==> src/rtl/bin_frame_tx_pkg.sv <==
// bin_frame_tx_pkg: shared constants, state type and pixel helpers for the binary frame transmitter
package bin_frame_tx_pkg;
  localparam int WIDTH = 3;
  localparam int HEIGHT = 3;
  localparam int PIX_BITS = 8;
  localparam int FRAME_BITS = WIDTH * HEIGHT * PIX_BITS;
  localparam int CW = WIDTH > 1 ? $clog2(WIDTH) : 1;
  localparam int RW = HEIGHT > 1 ? $clog2(HEIGHT) : 1;
  typedef enum logic {IDLE, SEND} state_t;
  typedef logic [0:FRAME_BITS-1] frame_t;
  function automatic logic pix_of(frame_t f, int unsigned p);
    return |f[p*PIX_BITS +: PIX_BITS];
  endfunction
  function automatic logic byte_ok(logic [PIX_BITS-1:0] b);
    return b == '0 || b == '1;
  endfunction
endpackage

==> src/rtl/bin_frame_tx_if.sv <==
// bin_frame_tx_if: frame input handshake, pixel output stream and status of the transmitter
interface bin_frame_tx_if;
  import bin_frame_tx_pkg::*;
  logic in_valid;
  logic in_ready;
  frame_t in_frame;
  logic out_valid;
  logic out_ready;
  logic out_pix;
  logic out_eol;
  logic out_eof;
  logic fmt_err;
  logic busy;
  modport slave (
    input in_valid, in_frame, out_ready,
    output in_ready, out_valid, out_pix, out_eol, out_eof, fmt_err, busy
  );
  modport master (
    output in_valid, in_frame, out_ready,
    input in_ready, out_valid, out_pix, out_eol, out_eof, fmt_err, busy
  );
endinterface

==> src/rtl/bin_frame_fmt_check.sv <==
// bin_frame_fmt_check: flags a frame holding any byte that is neither all-zero nor all-one
module bin_frame_fmt_check
  import bin_frame_tx_pkg::*;
(
  input  frame_t frame,
  output logic   mixed
);
  always_comb begin
    mixed = 1'b0;
    for (int i = 0; i < WIDTH * HEIGHT; i++) mixed |= !byte_ok(frame[i*PIX_BITS +: PIX_BITS]);
  end
endmodule

==> src/rtl/bin_frame_tx.sv <==
// bin_frame_tx: double-buffered transmitter streaming binarized frames one pixel per beat, row-major
module bin_frame_tx
  import bin_frame_tx_pkg::*;
(
  input logic clk,
  input logic rst_n,
  bin_frame_tx_if.slave b
);
  state_t state;
  frame_t act, pend;
  logic pend_v, fmt_err, mixed, eol, last_row, acc, fire;
  logic [CW-1:0] col;
  logic [RW-1:0] row;
  bin_frame_fmt_check u_chk (.frame(b.in_frame), .mixed(mixed));
  assign eol = col == CW'(WIDTH - 1);
  assign last_row = row == RW'(HEIGHT - 1);
  assign acc = b.in_valid && !pend_v;
  assign fire = state == SEND && b.out_ready;
  assign b.in_ready = !pend_v;
  assign b.out_valid = state == SEND;
  assign b.out_pix = state == SEND && pix_of(act, int'(row) * WIDTH + int'(col));
  assign b.out_eol = state == SEND && eol;
  assign b.out_eof = b.out_eol && last_row;
  assign b.fmt_err = fmt_err;
  assign b.busy = state == SEND || pend_v;
  always_ff @(posedge clk or negedge rst_n) begin
    if (!rst_n) begin
      state <= IDLE;
      act <= '0;
      pend <= '0;
      pend_v <= 1'b0;
      col <= '0;
      row <= '0;
      fmt_err <= 1'b0;
    end else begin
      if (acc && mixed) fmt_err <= 1'b1;
      if (state == IDLE) begin
        if (acc) begin
          act <= b.in_frame;
          col <= '0;
          row <= '0;
          state <= SEND;
        end
      end else begin
        // an accept landing on the final beat with pending empty bypasses pending
        if (acc && !(fire && eol && last_row)) begin
          pend <= b.in_frame;
          pend_v <= 1'b1;
        end
        if (fire) begin
          col <= eol ? '0 : col + 1'b1;
          if (eol) row <= last_row ? '0 : row + 1'b1;
          if (eol && last_row) begin
            if (pend_v) begin
              act <= pend;
              pend_v <= 1'b0;
            end else if (acc) act <= b.in_frame;
            else state <= IDLE;
          end
        end
      end
    end
  end
endmodule
==> src/flat_wrapper.sv <==
// flat-port wrapper written by rule: the top's interface ports become plain ports
module bin_frame_tx_flat import bin_frame_tx_pkg::*;
  (clk, rst_n, b_in_valid, b_in_frame, b_out_ready, b_in_ready, b_out_valid, b_out_pix, b_out_eol, b_out_eof, b_fmt_err, b_busy);
  bin_frame_tx_if b_i ();
  input logic clk;
  input logic rst_n;
  input wire logic [$bits(b_i.in_valid)-1:0] b_in_valid;
  input wire logic [$bits(b_i.in_frame)-1:0] b_in_frame;
  input wire logic [$bits(b_i.out_ready)-1:0] b_out_ready;
  output wire logic [$bits(b_i.in_ready)-1:0] b_in_ready;
  output wire logic [$bits(b_i.out_valid)-1:0] b_out_valid;
  output wire logic [$bits(b_i.out_pix)-1:0] b_out_pix;
  output wire logic [$bits(b_i.out_eol)-1:0] b_out_eol;
  output wire logic [$bits(b_i.out_eof)-1:0] b_out_eof;
  output wire logic [$bits(b_i.fmt_err)-1:0] b_fmt_err;
  output wire logic [$bits(b_i.busy)-1:0] b_busy;
  assign b_i.in_valid = b_in_valid;
  assign b_i.in_frame = b_in_frame;
  assign b_i.out_ready = b_out_ready;
  assign b_in_ready = b_i.in_ready;
  assign b_out_valid = b_i.out_valid;
  assign b_out_pix = b_i.out_pix;
  assign b_out_eol = b_i.out_eol;
  assign b_out_eof = b_i.out_eof;
  assign b_fmt_err = b_i.fmt_err;
  assign b_busy = b_i.busy;
  bin_frame_tx u_core (.clk(clk), .rst_n(rst_n), .b(b_i));
endmodule
==> config.mk <==
export PLATFORM = sky130hd
export DESIGN_NAME = bin_frame_tx_flat
export DESIGN_NICKNAME = d
export VERILOG_FILES = /design/src/rtl/bin_frame_tx_pkg.sv /design/src/rtl/bin_frame_tx_if.sv /design/src/rtl/bin_frame_fmt_check.sv /design/src/rtl/bin_frame_tx.sv /design/src/flat_wrapper.sv
export SDC_FILE = /design/constraint.sdc
export NUM_CORES = 1
export LEC_CHECK = 0
export ABC_AREA = 1
export CAP_MARGIN = 10
export CORE_MARGIN = 5
export CORE_UTILIZATION = 37
export CTS_CLUSTER_DIAMETER = 80
export CTS_CLUSTER_SIZE = 28
export DETAILED_ROUTE_END_ITERATION = 10
export SYNTH_ARGS = -nofsm -noshare
export SYNTH_HDL_FRONTEND = slang
export SYNTH_SLANG_ARGS = --single-unit
==> constraint.sdc <==
create_clock -name clk -period 3.9 [get_ports clk]
set_input_delay 0.975 -clock clk [delete_from_list [all_inputs] [get_ports clk]]
set_output_delay 0.975 -clock clk [all_outputs]
set_load 0.01 [all_outputs]
* Yosys cells after proc, flatten, opt, wreduce, memory -nomap -nowiden *
Cells that the tools add are included.
W data, S select, Z words.

operators by class
  reductions and logical operators = 46
  bitwise operators = 9
  add/sub/neg operators = 3
  multiply operators = 1
  mux-type cells = 22
  shifts and indexed selects = 1
  eq/ne operators = 14

operator list
  operator               count
  $mux W72               5
  $shiftx A72 B33 Y73    1
  $eq A8 B8 Y1 const B   9
  $logic_not A8 Y1       9
  $not A32 Y33           1
  $add A29 B3 Y29        1
  $mux W2                8
  $logic_not A1 Y1       11
  $logic_and A1 B1 Y1    10
  $logic_or A1 B1 Y1     10
  $mux W1                9
  $or A1 B1 Y1           8
  $reduce_or A8 Y1       1
  $ne A2 B2 Y1 const B   3
  $reduce_and A2 Y1      3
  $add A2 B1 Y2 const B  2
  $eq A2 B2 Y1 const B   2
  $mul A2 B2 Y4 const B  1
  $reduce_and A3 Y1      1
  $reduce_bool A2 Y1     1

storage, ports and cells
  output and inout port bits = 7
  flip-flop bits (word level) = 151

* Logic depth before layout (Yosys ltp) *
  depth after elaboration = 12
  gate-level depth with buffers = 12
  depth with buffers taken out = 12

* Hierarchy *
A second synthesis with hierarchy kept.

unflattened totals
  cells, all modules = 1,023
  area, all modules = 7,767.4 um^2

by module, submodules not included
  module               sequential area each (um^2)  times used  cells an instance  area an instance (um^2)
  bin_frame_tx         3,778.6                      1           895                7,263.2
  bin_frame_fmt_check  0.0                          1           128                504.2

* Worst setup path after synthesis *
OpenSTA, ideal clock, no wires.

  path kind = register to output
  start point = register u_core.row[0]
  end point = output port b_out_pix
  path slack = 0.942 ns
  arrival = 1.983 ns
  cell stages (with the launch flop) = 13
  path through = dfrtp_1 inv_1 ha_1 inv_1 fa_1 inv_1 nor2_1 nand2_1 nor2_1 nor2_1 nor2_1 o21ai_0 nor2_1

between the ends
  cells in the longest elaborated chain, start to end = 6

ends and longest elaborated chain
  what                                RTL line                text
  from (decl)                         bin_frame_tx.sv:13      logic [RW-1:0] row;
  from (signal assigned)              bin_frame_tx.sv:52      if (eol) row <= last_row ? '0 : row + 1'b1;
  $mul A2 B2 Y4                       bin_frame_tx.sv:21      assign b.out_pix = state == SEND && pix_of(act, int'(row) * WIDTH + int'(col));
  $add A29 B3 Y29                     bin_frame_tx.sv:21
  $not A32 Y33 (implied by the code)  bin_frame_tx_pkg.sv:12  return |f[p*PIX_BITS +: PIX_BITS];
  $shiftx A72 B33 Y73                 bin_frame_tx_pkg.sv:12
  $reduce_or A8 Y1                    bin_frame_tx_pkg.sv:12
  $logic_and A1 B1 Y1                 bin_frame_tx.sv:21
  to (decl)                           flat_wrapper.sv:12      output wire logic [$bits(b_i.out_pix)-1:0] b_out_pix;

No other way between the ends.

* Final worst setup path *
Same ends and word-level chain as after synthesis.

==> impl_results.md <==
* Syn Inst Count at 956
* Setup total negative slack at 0 ns
* R2r endpoint: u_core.pend[5]
* Routability congestion estimate at 0.813
* Post-DP Area at 0.00854 mm²
* Nets@finish at 1,102
* Crit. End Element: primary output
* R2R cell count at 10
* 1st-pass router iterations at 5
* Starting Density at 37.6%
* Top Layer Used: met4
* Worst Path Required at 2.92 ns
* Post-Syn Area at 0.00760 mm²
* Met2 WL at 8880 µm
* Status: finished, final reports clean
* Met3 routed WL at 806 µm
* Minimum clock period at 3.66 ns
* Final setup viols at 0
* Root buf cell: clkbuf_16
* CTS Buf Count at 17
* Design area at 0.00915 mm²
* Reg clk slew, reported paths at 0.06 ns
* Slowest stage delay, CP at 0.47 ns
* Final wirelength at 19,300 µm
* Number of cells on the critical path at 12
* PD cells at 726 mW/mm²
* Mean area per synthesized cell at 7.95 µm²
* Clk buf depth at 2
* Largest net degree at the start of global routing at 121
* # DRC at 0
* Antenna Nets Post-Route at 0
* Clock Latency Late Sink at 0.42 ns
* Clk pwr share at 25.9%
* Peak VDD IR at 0.000327 V
* Reg2Reg Setup Slack at 1.51 ns
* Final Skew at 0.00590 ns
* Most frequent cells in the layout: nand2_1 (196), inv_1 (181), dfrtp_1 (151)
* CP Class: register to primary output
* R2R Path Start: u_core.row[0]
* Most common cell after layout, fill and taps aside: nand2_1
* Final Hold Vio Count at 0
* Rel. slew slack at 37.0%
* Slew Viols, Final at 0
* Row count at 52
* I/O pin total at 83
* Leak at 4.82 nW
* Worst Path Max Fanout at 4
* Die ar. at 0.0235 mm²
* Iteration-0 DRC Markers at 505
* Switching portion of total power at 34.6%
* Synth Register Bits at 151
* Max Freq at 273 MHz
* TritonCTS clock tree: done
* DR vias/cell at 4.95
* Min-Delay Startpoint: u_core.pend[26]
* CP Launch Type: register
* Hold endpoint: u_core.pend[26]
* Period utilization at 93.9%
* Worst Path Buf+Inv at 4
* Synth warn at 0
* Wire per inst at 14.9 µm
* I/O Buffers at 82
* Max Cap Viol at 0
* Sequential share of power at 40.4%
* Area delta synth->final at 20.5%
* Synth unique cells at 25
* CP max stage cell: fa_2
* Grt ovf at 0
* Worst slew pin tran at 0.943 ns
* Hold Path Cell Cnt at 2
* H-tree lvl count at 4
* Die Span Y at 153 µm
* Vias in the first global route at 6,477
* Min-Delay Path Class: register to register
* Share of cells above drive strength 1 at 5.34%
* Antenna violations before repair at 0
* Fraction of the yosys area taken by sequential cells at 49.7%
* Most used cell, CP: nor2_1
* Unrepaired setup endpoints after global routing: no
* Worst-path cell chain: inv_2 > ha_1 > inv_1 > fa_2 > buf_4 > nor2_1 > nand4_1 > nand3_1 > nand2_1 > o21ai_0 > nor2_1 > buf_2
* CTS Sinks at 151
* NetSw at 2.30 mW
* Top Family by Delay on Critical Path: adder cells
* Core Footprint at 0.0202 mm²
* Die width at 153 µm
* Internal power at 4.34 mW
* First-pass GRT wire length at 32,700 µm
* Arrival time worst endpoint at 2.69 ns
* N_diodes at 0
* Logic pwr share at 33.7%
* GRT Resource Usage Total at 16.9%
* Wl on met1 at 9350 µm
* Dpl hpwl at 12,400 µm
* Via Count at 6,437
* Syn nets at 1,040
-- repair_timing --
item,in CTS,in global routing
buffers inserted,0,1
setup endpoints to repair,1,1
pin swaps,1,2
gates cloned,0,0
hold buffers,0,0
resized for setup,4,3
-- cells in the mapped netlist --
library cell	n	area share, %
a21oi_1	1	0.066
dfrtp_1	151	50
nor2_1	85	4.2
inv_2	2	0.099
buf_6	2	0.30
nand3b_1	2	0.20
nand3_1	67	4.4
o21ai_1	3	0.20
inv_1	183	9.0
clkbuf_1	7	0.35
fa_1	1	0.26
a21oi_4	2	0.43
xor2_1	1	0.12
nand4_1	10	0.82
buf_4	6	0.59
nor2_2	1	0.082
nand2_2	2	0.16
or2_2	1	0.082
o22ai_1	144	12
o21ai_0	40	2.6
nor3_1	4	0.26
clkbuf_8	7	1.3
nand2_1	198	9.8
buf_2	29	1.9
ha_1	7	1.2
-- worst min-delay path, delay by kind of cell (launching register included) --
| kind | cells | cell delay (ns) |
|---|---|---|
| AND/OR/NAND/NOR | 2 | 0.10 |
| flip-flops | 1 | 0.34 |
-- per-stage QoR --
step,hold WS [ns],power (mW),utilization [%],std cells,setup slack [ns]
after floorplan,0.442,4.30,-,956,0.942
after global routing,0.490,7.21,45.2,1300,0.00803
after global placement,0.453,4.88,42.2,1268,0.141
final,0.470,6.64,45.2,1300,0.237
after CTS,0.473,6.70,45.2,1299,0.00417
after detailed placement,0.458,4.95,42.2,1268,0.112
-- cell families (layout without fill, tap and decap cells) --
group	count (synthesis)	after routing	synth area share (%)
flip-flops	151	151	49.7
adder cells (fa/ha/maj)	8	8	1.42
XOR/XNOR	1	1	0.115
AO/OA/AOI/OAI	190	190	15.2
buffers and inverters	236	310	13.6
AND/OR/NAND/NOR	370	370	20.0
-- area by class of cell --
class,instances,area (µm²)
Tap cell,270,338
Clock buffer,22,464
Sequential cell,151,3780
Inverter,185,694
Fill cell,2028,11100
Multi-Input combinational cell,569,2800
Clock inverter,9,149
Timing Repair Buffer,94,932
-- metal layers --
metal	vias to the layer above	GRT usage, %
li1	3221	-
met1	3085	23.4
met2	111	26.4
met3	20	4.30
met4	0	4.58
met5	-	0
-- sequential cells by signal, summed over array words and instances (netlist names) --
signal and count:
u_core.pend_v 1, u_core.b.fmt_err 1, u_core.row 2, u_core.b.out_valid 1, u_core.col 2, u_core.pend 72
u_core.act 72
-- power by group through the flow --
stage / logic [mW] / clock network [mW] / registers (mW)
after floorplan: 1.70 / 0 / 2.60
after global placement: 2.20 / 0 / 2.68
after detailed placement: 2.25 / 0 / 2.69
after CTS: 2.26 / 1.76 / 2.68
after global routing: 2.61 / 1.83 / 2.77
final: 2.24 / 1.72 / 2.69
-- how the worst max path moves through the flow --
stage               slack (ns)     startpoint   endpoint
detailed placement        0.11  u_core.row[0]  b_out_pix
global placement          0.14  u_core.row[0]  b_out_pix
finish                    0.24  u_core.row[0]  b_out_pix
floorplan                 0.94  u_core.row[0]  b_out_pix
global route             0.008  u_core.row[0]  b_out_pix
CTS                      0.004  u_core.row[0]  b_out_pix
(Power assumes the default switching activity.)
==> edit, RTL diff (same settings) <==
`PIX_BITS`: 8 -> 9.
--- a/src/rtl/bin_frame_tx_pkg.sv
+++ b/src/rtl/bin_frame_tx_pkg.sv
@@ -4,3 +4,3 @@
   localparam int HEIGHT = 3;
-  localparam int PIX_BITS = 8;
+  localparam int PIX_BITS = 9;
   localparam int FRAME_BITS = WIDTH * HEIGHT * PIX_BITS;
Interface: changed (resized b_in_frame); port bits go from 83 to 92. No check against the original RTL was run, so the function may have changed too.
==> edit against the original RTL <==
  * Synthesized area up 43%
  * Sequential cell count up 18
  * Die area up 40%
  * Worst setup slack worse by 1.7 ns
  * Final area up 50%
  * The run now ends with negative setup slack left
  * Wire length up 66%
Power is not shown: default switching activity piles up to over one toggle a cycle in this logic, so the estimate is an artifact.
==> edit: results <==
{
  "dp.cells": 2023,
  "largestRegisters": "u_core.act: 81 flops, u_core.pend: 81 flops",
  "r2r_setup_slack_ns": 1.60,
  "track_usage_pct": 19.5,
  "wire_per_inst_um": 15.5,
  "post-route-util_pct": 47.7,
  "io_buffer_count": 91,
  "bufAreaShareNonClock_pct": 13.7,
  "yosys_warnings": 0,
  "clock_buffers": 21,
  "synthDominantCellAreaShare_pct": 38.9,
  "clk_latency_ns": 0.44,
  "grt_pass1_wl_mm": 53.9,
  "synth.ff_latch_count": 169,
  "fin_cells": 2080,
  "synth.yosys.seq_area_share_pct": 38.9,
  "hpwl_mm": 22.2,
  "clk_share_pct": 4.25,
  "gp_congestion": 0.907,
  "grt_util_met3_pct": 3.02,
  "synthCells": 1576,
  "multi_input_area_share_pct": 43.1,
  "synth_edf_count": 0,
  "signal_buffers": 192,
  "setup_ws_ns": -1.44,
  "seq_area_mm2": 0.00423,
  "finClkSkew_ns": 0.0116,
  "cp_slowest_stage_delay_ns": 0.39,
  "setup_viol": 1,
  "synth_area_leaders": "dfrtp_1 (39%), nand2_1 (16%), nand3_1 (11%)",
  "fillers": 2923,
  "inv_count": 174,
  "r2r_end": "u_core.act[50]",
  "postPlaceCellArea_mm2": 0.0126,
  "first_iter_violations": 705,
  "fin_setup_tns_ns": -1.44,
  "grt_max_degree": 83,
  "globalRouteMet2Util_pct": 31.3,
  "vias": 10983,
  "use_met1_pct": 27.6,
  "max_slew.worst_pin.slew_ns": 0.891,
  "drive_above_1_share_pct": 15.3,
  "synthesis.nets": 1674,
  "synth_cell_types": 35,
  "ff2ff_path_depth": 6,
  "violations": "negative setup slack",
  "final_net_count": 1781,
  "reg2reg_from": "u_core.b.out_valid",
  "comb.multi_input.count": 1129,
  "arrival_ns": 4.36,
  "die_w_um": 181,
  "cp-endpoint": "b_out_pix",
  "crit_path_max_fanout": 8,
  "status": "finished with violations",
  "slowest_stage": "dfrtp_1",
  "synth_common_cells": "nand2_1 (469), nand3_1 (233), inv_1 (173), dfrtp_1 (169), o21ai_0 (167)"
}
edit: cell count changes after synthesis, moves of 25 or more:
cell | before | now
buf_1 | 0 | 25
clkbuf_1 | 7 | 53
mux2_2 | 0 | 32
nand2_1 | 198 | 469
nand3_1 | 67 | 233
nor2_1 | 85 | 39
o21ai_0 | 40 | 167
o22ai_1 | 144 | 83
edit: layer usage:
layer | vias to the layer above | wire length, um
li1 | 5487 | -
met1 | 5191 | 15000
met2 | 274 | 15200
met3 | 31 | 1520
met4 | 0 | 417
met5 | - | 0
edit: worst min-delay path by stage:
stage | from | end | slack, ns | cells after the start
3_5_place_dp | u_core.b.fmt_err | u_core.b.fmt_err | 0.46 | 1
4_1_cts | u_core.pend[36] | u_core.pend[36] | 0.49 | 2
5_1_grt | u_core.pend[1] | u_core.pend[1] | 0.51 | 2
2_1_floorplan | u_core.pend[0] | u_core.pend[0] | 0.45 | 2
6_report | u_core.pend[54] | u_core.pend[54] | 0.48 | 2
3_3_place_gp | u_core.pend[59] | u_core.pend[59] | 0.47 | 2
edit: logic make-up (layout without fill, tap and decap cells):
logic type	after synthesis	in the layout	share of synthesized area [%]
xor gates and xnor gates	3	3	0.242
and+or+nand+nor	799	799	31.6
muxes	32	32	3.31
DFF	169	169	38.9
adders and majority gates	13	13	1.63
buffers and inverters	278	398	10.1
AOI/OAI and AO/OA	282	282	14.2
edit: tightest hold or removal path, cell delays in order (launching register included):
cell	delay, ns
dfrtp_1	0.34
nand2_1	0.05
o21ai_0	0.05
edit: timing repair:
item,4_1_cts,5_1_grt
pin swaps,13,41
resized for setup,26,64
buffers inserted,15,7
gates cloned,4,1
endpoints found under the setup margin,1,1
hold buffers,0,0
